$ cat src/rtl/axi4_spi_flash_boot_loader.sv
// Boot-time copy sequencer: reads a flash byte range over AXI4 INCR bursts and
// writes every returned beat to a word-wide memory write port.
module axi4_spi_flash_boot_loader #(
    parameter int ADDR_WIDTH = 32,
    parameter int DATA_WIDTH = 32,
    parameter int ID_WIDTH   = 1,
    parameter int MAX_BURST  = 16,
    parameter int LEN_WIDTH  = 24
) (
    input  logic                  clock,
    input  logic                  reset,
    input  logic                  start,
    input  logic [ADDR_WIDTH-1:0] src_addr,
    input  logic [ADDR_WIDTH-1:0] dst_addr,
    input  logic [LEN_WIDTH-1:0]  length_bytes,
    output logic                  busy,
    output logic                  done,
    output logic                  error,
    output logic [ID_WIDTH-1:0]   m_axi_arid,
    output logic [ADDR_WIDTH-1:0] m_axi_araddr,
    output logic [7:0]            m_axi_arlen,
    output logic [2:0]            m_axi_arsize,
    output logic [1:0]            m_axi_arburst,
    output logic                  m_axi_arlock,
    output logic [3:0]            m_axi_arcache,
    output logic [2:0]            m_axi_arprot,
    output logic                  m_axi_arvalid,
    input  logic                  m_axi_arready,
    input  logic [ID_WIDTH-1:0]   m_axi_rid,
    input  logic [DATA_WIDTH-1:0] m_axi_rdata,
    input  logic [1:0]            m_axi_rresp,
    input  logic                  m_axi_rlast,
    input  logic                  m_axi_rvalid,
    output logic                  m_axi_rready,
    output logic                  mem_wen,
    output logic [ADDR_WIDTH-1:0] mem_addr,
    output logic [DATA_WIDTH-1:0] mem_wdata,
    input  logic                  mem_ready
);

    localparam int CW = LEN_WIDTH - 1;
    localparam logic [CW-1:0] LP_MAX_BURST = CW'(MAX_BURST);

    typedef enum logic [2:0] {
        S_IDLE,
        S_INIT,
        S_ADDR,
        S_DATA,
        S_DONE
    } state_t;

    state_t                r_state;
    state_t                w_state_next;

    logic [ADDR_WIDTH-1:0] r_src;
    logic [ADDR_WIDTH-1:0] r_dst;
    logic [ADDR_WIDTH-1:0] r_araddr;
    logic [7:0]            r_arlen;
    logic [CW-1:0]         r_remaining;
    logic [8:0]            r_beats_left;
    logic                  r_error;

    logic [LEN_WIDTH:0]    w_len_round;
    logic [CW-1:0]         w_words;
    logic                  w_beat;
    logic                  w_last_beat;
    logic                  w_beat_err;
    logic [ADDR_WIDTH-1:0] w_src_inc;
    logic [CW-1:0]         w_rem_dec;
    logic [9:0]            w_calc_off;
    logic [CW-1:0]         w_calc_rem;
    logic [8:0]            w_beats;
    logic [7:0]            w_arlen;
    logic                  w_unused_ok;

    // Beats for the next burst: capped by remaining words, MAX_BURST and the
    // words left before the next 4 KB boundary.
    function automatic logic [8:0] burst_beats(input logic [9:0]    word_off,
                                               input logic [CW-1:0] rem);
        logic [CW-1:0] n;
        logic [CW-1:0] to_bound;
        to_bound = CW'(11'd1024 - {1'b0, word_off});
        n = rem;
        if (n > LP_MAX_BURST) n = LP_MAX_BURST;
        if (n > to_bound) n = to_bound;
        return n[8:0];
    endfunction

    assign w_len_round = {1'b0, length_bytes} + (LEN_WIDTH+1)'(3);
    assign w_words     = w_len_round[LEN_WIDTH:2];
    assign w_beat      = (r_state == S_DATA) && m_axi_rvalid && mem_ready;
    assign w_last_beat = w_beat && (r_beats_left == 9'd1);
    assign w_beat_err  = w_beat && ((m_axi_rresp != 2'b00) ||
                                    (m_axi_rlast != (r_beats_left == 9'd1)));
    assign w_src_inc   = r_src + ADDR_WIDTH'(4);
    assign w_rem_dec   = r_remaining - CW'(1);

    // In DATA the next burst is sized from the post-beat source and count.
    assign w_calc_off  = (r_state == S_INIT) ? r_src[11:2] : w_src_inc[11:2];
    assign w_calc_rem  = (r_state == S_INIT) ? r_remaining : w_rem_dec;
    assign w_beats     = burst_beats(w_calc_off, w_calc_rem);
    assign w_arlen     = 8'(w_beats - 9'd1);

    assign w_unused_ok = &{1'b0, m_axi_rid, src_addr[1:0], dst_addr[1:0], w_len_round[1:0]};

    always_ff @(posedge clock) begin
        if (reset) begin
            r_state <= S_IDLE;
        end else begin
            r_state <= w_state_next;
        end
    end

    always_comb begin
        // NOTE: every signal written here gets a default first, so no path through the case infers a latch.
        w_state_next  = r_state;
        m_axi_arvalid = 1'b0;
        m_axi_rready  = 1'b0;
        mem_wen       = 1'b0;
        case (r_state)
            S_IDLE: begin
                if (start) w_state_next = S_INIT;
            end
            S_INIT: begin
                w_state_next = (r_remaining == '0) ? S_DONE : S_ADDR;
            end
            S_ADDR: begin
                m_axi_arvalid = 1'b1;
                if (m_axi_arready) w_state_next = S_DATA;
            end
            S_DATA: begin
                m_axi_rready = mem_ready;
                mem_wen      = m_axi_rvalid;
                if (w_last_beat) begin
                    if ((w_rem_dec != '0) && !r_error && !w_beat_err) begin
                        w_state_next = S_ADDR;
                    end else begin
                        w_state_next = S_DONE;
                    end
                end
            end
            S_DONE: begin
                w_state_next = S_IDLE;
            end
            default: begin
                w_state_next = S_IDLE;
            end
        endcase
    end

    always_ff @(posedge clock) begin
        if (reset) begin
            // NOTE: sequential state uses non-blocking assignments so every register samples pre-edge values.
            r_src        <= '0;
            r_dst        <= '0;
            r_araddr     <= '0;
            r_arlen      <= '0;
            r_remaining  <= '0;
            r_beats_left <= '0;
            r_error      <= 1'b0;
        end else begin
            case (r_state)
                S_IDLE: begin
                    if (start) begin
                        r_src       <= {src_addr[ADDR_WIDTH-1:2], 2'b00};
                        r_dst       <= {dst_addr[ADDR_WIDTH-1:2], 2'b00};
                        r_remaining <= w_words;
                        r_error     <= 1'b0;
                    end
                end
                S_INIT: begin
                    if (r_remaining != '0) begin
                        r_araddr     <= r_src;
                        r_arlen      <= w_arlen;
                        r_beats_left <= w_beats;
                    end
                end
                S_DATA: begin
                    if (w_beat) begin
                        r_src        <= w_src_inc;
                        r_dst        <= r_dst + ADDR_WIDTH'(4);
                        r_remaining  <= w_rem_dec;
                        r_beats_left <= r_beats_left - 9'd1;
                        if (w_beat_err) r_error <= 1'b1;
                        if (w_last_beat) begin
                            r_araddr     <= w_src_inc;
                            r_arlen      <= w_arlen;
                            r_beats_left <= w_beats;
                        end
                    end
                end
                default: begin
                end
            endcase
        end
    end

    assign busy          = (r_state != S_IDLE);
    assign done          = (r_state == S_DONE);
    assign error         = r_error;
    assign m_axi_arid    = '0;
    assign m_axi_araddr  = r_araddr;
    assign m_axi_arlen   = r_arlen;
    assign m_axi_arsize  = 3'b010;
    assign m_axi_arburst = 2'b01;
    assign m_axi_arlock  = 1'b0;
    assign m_axi_arcache = 4'b0000;
    assign m_axi_arprot  = 3'b000;
    assign mem_addr      = r_dst;
    assign mem_wdata     = m_axi_rdata;

endmodule

$ cat config.mk
export PLATFORM = sky130hd
export DESIGN_NAME = axi4_spi_flash_boot_loader
export DESIGN_NICKNAME = d
export VERILOG_FILES = /design/src/rtl/axi4_spi_flash_boot_loader.sv
export SDC_FILE = /design/constraint.sdc
export NUM_CORES = 1
export LEC_CHECK = 0
export BUFFER_PORTS_ARGS = -buffer_cell sky130_fd_sc_hd__buf_2
export CELL_PAD_IN_SITES_DETAIL_PLACEMENT = 1
export CELL_PAD_IN_SITES_GLOBAL_PLACEMENT = 2
export CORE_UTILIZATION = 29
export DETAILED_ROUTE_END_ITERATION = 10
export PLACE_DENSITY_LB_ADDON = 0.1
export SETUP_SLACK_MARGIN = 0.02
export SKIP_LAST_GASP = 1
export SYNTH_ARGS = -nofsm -noshare
export SYNTH_HDL_FRONTEND = slang
export SYNTH_SLANG_ARGS = --single-unit
$ cat constraint.sdc
create_clock -name clock -period 6.05 [get_ports clock]
set_input_delay 0.3025 -clock clock [delete_from_list [all_inputs] [get_ports clock]]
set_output_delay 0.3025 -clock clock [all_outputs]
set_load 0.02 [all_outputs]
==> results of run 1 <==
## through the flow
step	instances	utilization	setup WS [ps]
CTS	1876	0.3404	240.8
global route	1877	0.3419	96.09
global placement	1844	0.3227	408.1
detailed placement	1844	0.3227	256.7
floorplan	1362	-	638.6
finish	1881	0.3422	498.7
## state kept, by name, indices dropped and copies added (netlist names)
register	cells
mem_addr	30
m_axi_arlen	8
r_beats_left	9
m_axi_araddr	30
error	1
r_state	3
r_src	30
r_remaining	23
## layer usage
metal	global-route usage	wire length, µm
met1	0.2734	16640
met2	0.3362	15810
met3	0.05315	1752
met4	0.06100	578
met5	0	10
## cell usage in the layout (no fill, tap or decap), types with 56 or more instances in the layout
master    count
buf_2       165
nor2_1      161
nand2_1     147
dfxtp_1     134
a21oi_1      98
o21ai_0      81
nand3_1      59
a211oi_1     58
nor3_1       57
xnor2_1      56
## final cells by class
class | instances | area, µm²
Timing Repair Buffer | 191 | 1033
Sequential cell | 134 | 2683
Antenna cell | 5 | 12.51
Clock buffer | 23 | 478.0
Multi-Input combinational cell | 1057 | 6228
Clock inverter | 9 | 100.1
Inverter | 20 | 75.07
Tap cell | 442 | 553.0
Fill cell | 4087 | 21460
## logic make-up after synthesis
kind of cell / after synthesis / share of synthesized area
AND/OR/NAND/NOR: 564 / 0.2834
AO/OA/AOI/OAI: 367 / 0.2459
buffers and inverters: 171 / 0.09029
flip-flops: 134 / 0.2789
XOR/XNOR: 80 / 0.07286
adder cells (fa/ha/maj): 19 / 0.02472
multiplexers: 3 / 0.003123
other: 2 / 0.0007809
## power by group
group          internal, µW  switching (µW)  total [µW]
sequential             1180             351        1530
combinational          1130            1990        3120
clock                   636             427        1060
total                  2940            2770        5710
## critical path, delay by kind of cell (launching register included)
kind | cells | cell delay [ps]
buffers and inverters | 2 | 270
AO/OA/AOI/OAI | 10 | 2330
AND/OR/NAND/NOR | 6 | 1530
flip-flops | 1 | 380
adder cells (fa/ha/maj) | 3 | 760
multiplexers | 1 | 80
## path summary, 6_finish.rpt
path / from / endpoint / cells after the start / slack [ps]
worst max-delay path: r_remaining[1] / m_axi_arlen[4] / 22 / 500
worst min-delay path: src_addr[30] / r_src[30] / 3 / 100
worst max register to register: r_remaining[1] / m_axi_arlen[4] / 22 / 500
worst min register to register: m_axi_arlen[3] / m_axi_arlen[3] / 2 / 450
==> flow_metrics.tcl, run 1 <==
set metrics [dict create \
    drtIter0Drc 466 \
    clock_path_buffers 2 \
    wl_per_cell_um 18.50 \
    ctsHoldBuffers 0 \
    synth_area_um2 9617 \
    dieWidth_um 184.1 \
    yosys_warnings 0 \
    status "finished clean" \
    grt_pass1_wl_um 55520 \
    final.setup.tns_ps 0 \
    path_clk_slew_ps 70 \
    ys_seq_area_frac 0.2789 \
    grt_overflow_total 0 \
    fp.dieH_um 184.1 \
    synth_cells 1340 \
    avgSynthCellArea_um2 7.177 \
    cts_tree "yes" \
    cts_max_level 4 \
    rsz0062_at_grt "false" \
    dieArea_um2 33890 \
    hpwl_um 24600 \
    ys_types 73 \
    vias 10005 \
    critPathSlowestCell "or3b_1" \
    synth_commonest_cells "nor2_1, nand2_1, dfxtp_1" \
    setup-violations-final 0 \
    synthToLayoutAreaGrowth_pct 16.08 \
    dr.pass1.iters 5 \
    slowest_delay_ps 510 \
    cap_violations 0 \
    io_buffers 166 \
    clock_latency_ps 450 \
    grtUsageTotal 0.2089 \
    ys_top_cells_by_area "dfxtp_1, nor2_1, nand2_1" \
    max_freq_mhz 180.1 \
    holdWs_ps 100.2 \
    grt_pass1_vias 9955 \
    yosysMostFrequentCell "nor2_1" \
    path_class "flop to flop" \
    io-pin-count 254 \
    detail-route-antenna-nets 0 \
    fin_area_um2 11160 \
    ir_worst_vdd_mv 0.2435 \
    hold_viol_final 0 \
    slew_headroom 0.1765 \
    grt_max_degree 80 \
    path_cells "inv_1 > ha_1 > or3b_1 > nor4_1 > o211ai_1 > a2111oi_4 > a41oi_4 > a2111oi_4 > ha_1 > nor2b_1 > o21bai_1 > a21o_1 > a31o_2 > or2_2 > nor2_1 > a31oi_2 > ha_1 > buf_4 > nand2_1 > mux2i_1 > a211oi_1 > a211oi_1" \
    fin_nets 1570 \
    skew_ps 10.78 \
    ys_async_sr_fraction 0 \
    hold_class "input port to flop" \
    cts_resized 0 \
    synth_flop_cell "dfxtp_1" \
    drt-total-wl_um 34800 \
    dpl_cell_area_um2 10530 \
    worstPathRequired_ps 6340 \
    pwr_density_cell_nw_per_um2 511.6 \
    rows 66 \
    start_kind "flop" \
    synth_edf_count 0 \
    layout_min_cycle_time_ps 5551 \
    yosysTopAreaCell "dfxtp_1" \
    ys_seq_elements 134 \
    path_max_fanout 15 \
    path_common_cell "ha_1" \
    p_total_uw 5711 \
    endpoint_kind "flop" \
    clockRootBuffer "clkbuf_16" \
    antenna_found_initial 5 \
    synth_top_area_frac 0.2789 \
    arrival_ps 5840 \
    finalCritPeriodShare 0.9176 \
    numCtsBuffers 17 \
    cts_setup_buffers 0 \
    tightest_slew_ps 1235 \
    place.gp.congestion 0.8382 \
    drc_errors 0 \
    start_util 0.2948 \
    drive_above_1_share 0.1722 \
    cts.sinks 134 \
    p_leak_uw 0.004187 \
    via_per_inst 5.319 \
    maxSlewViolCount 0 \
    coreArea_um2 32620 \
]
Power figures use the tool's default switching activity.
==> run 2: changes to the inputs <==
CELL_PAD_IN_SITES_GLOBAL_PLACEMENT = 1   (was 2)
CORE_UTILIZATION = 38   (was 29)
RECOVER_POWER = 100   (was unset)
==> flow_metrics.tcl, run 2 (synthesized netlist as in run 1, its figures left out) <==
set metrics [dict create \
    cts_resized 0 \
    p_int_uw 2779 \
    numCtsBuffers 17 \
    io_buffers 166 \
    grtUsageTotal 0.2502 \
    start_kind "flop" \
    vias 10116 \
    drtIter0Drc 466 \
    io-pin-count 254 \
    pwr_density_cell_nw_per_um2 512.6 \
    holdPathStages 3 \
    layout_commonest_cell "nor2_1" \
    arrival_ps 5910 \
    path_delay_family "compound AO/OA/AOI/OAI gates" \
    place.gp.congestion 0.8707 \
    fp.dieH_um 161.1 \
    drive_above_1_share 0.1171 \
    final_cells 1759 \
    dieArea_um2 25950 \
    tightest_slew_ps 3693 \
    fin_nets 1571 \
    hold_class "input port to flop" \
    grt_pass1_wl_um 52650 \
    hp-start "src_addr[17]" \
    holdWs_ps 108.6 \
    rrSetupSlack_ps 480 \
    grt_overflow_total 0 \
    slew_headroom -1.462 \
    hold_path_end "r_src[17]" \
    violations "capacitance limit, slew limit" \
    cts_tree "yes" \
    power_switching_share 0.4988 \
    combPwrFrac 0.546 \
    dieWidth_um 161.1 \
    mostFrequentLayoutCells "nor2_1, nand2_1, dfxtp_1" \
    fin_area_um2 10820 \
    dr.pass1.iters 4 \
    layout_min_cycle_time_ps 5569 \
    worstReg2RegStart "r_remaining[1]" \
    p_leak_uw 0.003846 \
    start_util 0.3908 \
    rsz0062_at_grt "false" \
    grt_pass1_vias 10032 \
    slowest_delay_ps 520 \
    drc_errors 0 \
    setup-violations-final 0 \
    clockRootBuffer "clkbuf_16" \
    path_cells "inv_1 > ha_1 > or3b_1 > nor4_1 > o211ai_1 > a2111oi_2 > a41oi_4 > nor3b_2 > inv_1 > ha_1 > nand3_1 > o21bai_1 > a21o_1 > a31o_2 > or2_2 > a31oi_1 > ha_1 > nand4_1 > o21ai_0 > nand3b_1 > a311oi_1" \
    maxSlewViolCount 196 \
    worstPathRequired_ps 6390 \
    path_class "flop to flop" \
    status "complete, but fails checks" \
    max_freq_mhz 179.6 \
    dpl.cell_count 1727 \
    finalCritPeriodShare 0.9204 \
    path_common_cell "ha_1" \
    wl_per_cell_um 18.26 \
    skew_ps 14.22 \
    via_per_inst 5.751 \
    cts_setup_buffers 0 \
    diodes 0 \
    dpl_cell_area_um2 10390 \
    drt-total-wl_um 32120 \
    clock_path_buffers 2 \
    crit_buf_inv 2 \
    cap_violations 3 \
    synthToLayoutAreaGrowth_pct 12.48 \
    path_max_fanout 9 \
    antenna_found_initial 3 \
    p_seq_frac 0.275 \
    hold_viol_final 0 \
    cp_num_cells 21 \
    power_switching_uw 2766 \
    grt_max_degree 86 \
    rows 57 \
    clock_latency_ps 440 \
    power.share.clock 0.179 \
    coreArea_um2 24600 \
    detail-route-antenna-nets 0 \
    timing.rr.end "m_axi_arlen[6]" \
    cts.sinks 134 \
    ff2ff_path_depth 21 \
    ir_worst_vdd_mv 0.2356 \
    path_clk_slew_ps 60 \
    critPathSlowestCell "or3b_1" \
    ctsHoldBuffers 0 \
    endpoint_kind "flop" \
    final.setup.tns_ps 0 \
    hpwl_um 22830 \
    cts_max_level 4 \
]
[run 2: changes by cell type in the layout (fill, tap and decap cells not counted), sizes merged]
cell,delta
clkinv,-3
clkbuf,+76
clkinvlp,+2
diode,-5
buf,-80
inv,+8
bufinv,-2
[run 2: final cells by class]
cell class | instances | area [µm²]
fillers | 3203 | 13790
multi-input cells | 1057 | 6197
flip-flops and latches | 134 | 2683
repair buffers | 192 | 910.9
clock buffers | 18 | 429.2
well taps | 324 | 405.4
clock inverters | 14 | 116.4
inverters | 20 | 75.07
[run 2: metal layers]
| layer | global-route usage | vias to the layer above | part of all wire |
|---|---|---|---|
| met3 | 0.04777 | 38 | 0.053 |
| met1 | 0.3405 | 4901 | 0.48 |
| li1 | - | 4953 | - |
| met4 | 0.05575 | 4 | 0.011 |
| met2 | 0.4077 | 220 | 0.46 |
| met5 | 0 | - | 0.00078 |
[run 2: worst max-delay path by stage]
stage | startpoint | to | slack [ps]
2_1_floorplan | r_remaining[0] | m_axi_arlen[6] | 640
3_3_place_gp | r_remaining[1] | m_axi_arlen[6] | 660
3_5_place_dp | r_remaining[1] | m_axi_arlen[6] | 470
4_1_cts | r_remaining[1] | m_axi_arlen[6] | 420
5_1_grt | r_remaining[1] | m_axi_arlen[6] | 30
6_report | r_remaining[1] | m_axi_arlen[6] | 480
[run 2: stage by stage]
stage / utilization / total power [µW] / setup WS, ps
after floorplan: - / 3694 / 638.6
after global placement: 0.4221 / 4502 / 658.6
after detailed placement: 0.4221 / 4566 / 472.5
after CTS: 0.4442 / 5586 / 421.5
after global routing: 0.4396 / 5974 / 25.21
final: 0.4396 / 5544 / 481.3
[run 2: power groups by stage]
stage               Clock (µW)  Sequential (µW)  Combinational (µW)
floorplan                    0             1600                2090
global placement             0             1520                2990
detailed placement           0             1530                3040
CTS                       1020             1510                3050
global route              1050             1570                3350
finish                     995             1520                3030
[run 2: worst register-to-register path: stages (launching register included)]
cell and delay (ps):
dfxtp_1 370, inv_1 100, ha_1 320, or3b_1 520, nor4_1 270, o211ai_1 140, a2111oi_2 520, a41oi_4 280
nor3b_2 270, inv_1 70, ha_1 290, nand3_1 110, o21bai_1 180, a21o_1 150, a31o_2 200, or2_2 310
a31oi_1 320, ha_1 350, nand4_1 170, o21ai_0 190, nand3b_1 90, a311oi_1 240
==> run 3: changes to the inputs <==
PLACE_DENSITY_LB_ADDON = 0.2   (was 0.1)
==> flow_metrics.tcl, run 3 (synthesized netlist as in run 1, its figures left out) <==
set metrics [dict create \
    status "complete, but fails checks" \
    violations "capacitance limit, slew limit" \
    dieWidth_um 161.1 \
    final_util 0.4415 \
    arrival_ps 5900 \
    drtIter0Drc 486 \
    tightest_slew_ps 1993 \
    numCtsBuffers 17 \
    setup-violations-final 0 \
    ir_worst_vdd_mv 0.3674 \
    io_buffers 166 \
    cts.sinks 134 \
    path_clk_slew_ps 70 \
    cts_max_level 4 \
    layout_min_cycle_time_ps 5568 \
    drt-total-wl_um 31980 \
    skew_ps 16.94 \
    fin_nets 1572 \
    dieArea_um2 25950 \
    hold_class "input port to flop" \
    path_class "flop to flop" \
    antenna_found_initial 3 \
    worstReg2RegStart "r_remaining[1]" \
    rrSetupSlack_ps 480 \
    maxSlewViolCount 125 \
    slowest_delay_ps 510 \
    combPwrFrac 0.543 \
    path_delay_family "compound AO/OA/AOI/OAI gates" \
    worstPathRequired_ps 6390 \
    coreArea_um2 24600 \
    clock_latency_ps 440 \
    final.setup.tns_ps 0 \
    path_max_fanout 12 \
    ctsHoldBuffers 0 \
    grtUsageTotal 0.2493 \
    via_per_inst 5.742 \
    mostFrequentLayoutCells "nor2_1, nand2_1, dfxtp_1" \
    detail-route-antenna-nets 0 \
    place.gp.congestion 0.8408 \
    hold_viol_final 0 \
    holdWs_ps 113.5 \
    power_switching_share 0.4944 \
    dpl.cell_count 1728 \
    hp-start "src_addr[22]" \
    cts_tree "yes" \
    critical_path.startpoint "r_remaining[1]" \
    p_int_uw 2847 \
    final_cells 1761 \
    synthToLayoutAreaGrowth_pct 12.96 \
    cap_violations 2 \
    start_kind "flop" \
    power.share.clock 0.186 \
    rows 57 \
    path_cells "inv_1 > ha_1 > or3b_1 > nor4_1 > o211ai_1 > a2111oi_2 > a41oi_4 > nor3b_2 > inv_1 > ha_1 > nand3_1 > o21bai_1 > a21o_1 > a31o_2 > or2_2 > a31oi_1 > ha_1 > nand4_1 > o21ai_0 > nand3b_1 > a311oi_1" \
    slew_headroom -0.3286 \
    fp.dieH_um 161.1 \
    pwr_density_cell_nw_per_um2 518.3 \
    clock_path_buffers 2 \
    power_switching_uw 2784 \
    grt_pass1_wl_um 52490 \
    grt_pass1_vias 10063 \
    grt_overflow_total 0 \
    cts_setup_buffers 0 \
    layout_commonest_cell "nor2_1" \
    crit_buf_inv 2 \
    drc_errors 0 \
    clockRootBuffer "clkbuf_16" \
    vias 10112 \
    rsz0062_at_grt "false" \
    critPathSlowestCell "a2111oi_2" \
    max_freq_mhz 179.6 \
    finalCritPeriodShare 0.9204 \
    p_seq_frac 0.271 \
    p_leak_uw 0.003870 \
    hpwl_um 22450 \
    start_util 0.3908 \
    drive_above_1_share 0.1191 \
    wl_per_cell_um 18.16 \
    grt_max_degree 90 \
    endpoint_kind "flop" \
    dr.pass1.iters 5 \
    path_common_cell "ha_1" \
    io-pin-count 254 \
]
[run 3: cell count changes in the layout (fill, tap and decap cells not counted), sizes merged]
cell	change
inv	-1
clkbuf	-1
bufinv	+1
buf	+2
diode	+1
[run 3: final cells by class]
cell class                      count  area [µm²]
Clock buffer                       18       439.2
Clock inverter                     14       140.1
Multi-Input combinational cell   1057        6195
Fill cell                        3198       13740
Sequential cell                   134        2683
Timing Repair Buffer              193       923.4
Antenna cell                        1       2.502
Tap cell                          324       405.4
Inverter                           20       75.07
[run 3: power groups by stage]
| stage | clock network (µW) | logic [µW] | registers, µW |
|---|---|---|---|
| 2_1_floorplan | 0 | 2090 | 1600 |
| 3_3_place_gp | 0 | 3010 | 1520 |
| 3_5_place_dp | 0 | 3070 | 1530 |
| 4_1_cts | 1070 | 3090 | 1510 |
| 5_1_grt | 1100 | 3390 | 1570 |
| 6_report | 1050 | 3060 | 1520 |
[run 3: layer usage]
metal	part of all wire	routed length, µm	up-vias	track usage
met3	0.053	1696	34	0.05496
met1	0.48	15210	4888	0.3315
met5	0.00088	28	-	0
li1	-	-	4959	-
met2	0.46	14620	225	0.4065
met4	0.013	429	6	0.06389
[run 3: timing repair]
item,4_1_cts,5_1_grt
resized for setup,0,3
endpoints found under the setup margin,0,2
hold endpoints to repair,0,0
[run 3: final timing paths]
path	to	cells past startpoint
worst min-delay path	r_src[22]	3
worst min register to register	m_axi_arlen[3]	2
worst max register to register	m_axi_arlen[6]	21
worst max-delay path	m_axi_arlen[6]	21
[run 3: worst min-delay path, delay by kind of cell]
| kind | cells | cell delay, ps |
|---|---|---|
| and+or+nand+nor | 1 | 80 |
| AOI/OAI and AO/OA | 1 | 60 |
| buffers and inverters | 1 | 80 |
[run 3: through the flow]
stage               total power (µW)  cell area, µm²  setup slack (ps)
floorplan                       3694            9699             638.6
global placement                4528           10380             527.2
detailed placement              4596           10380             439.6
CTS                             5669           10960             387.3
global route                    6069           10860             8.481
finish                          5631           10860             481.9
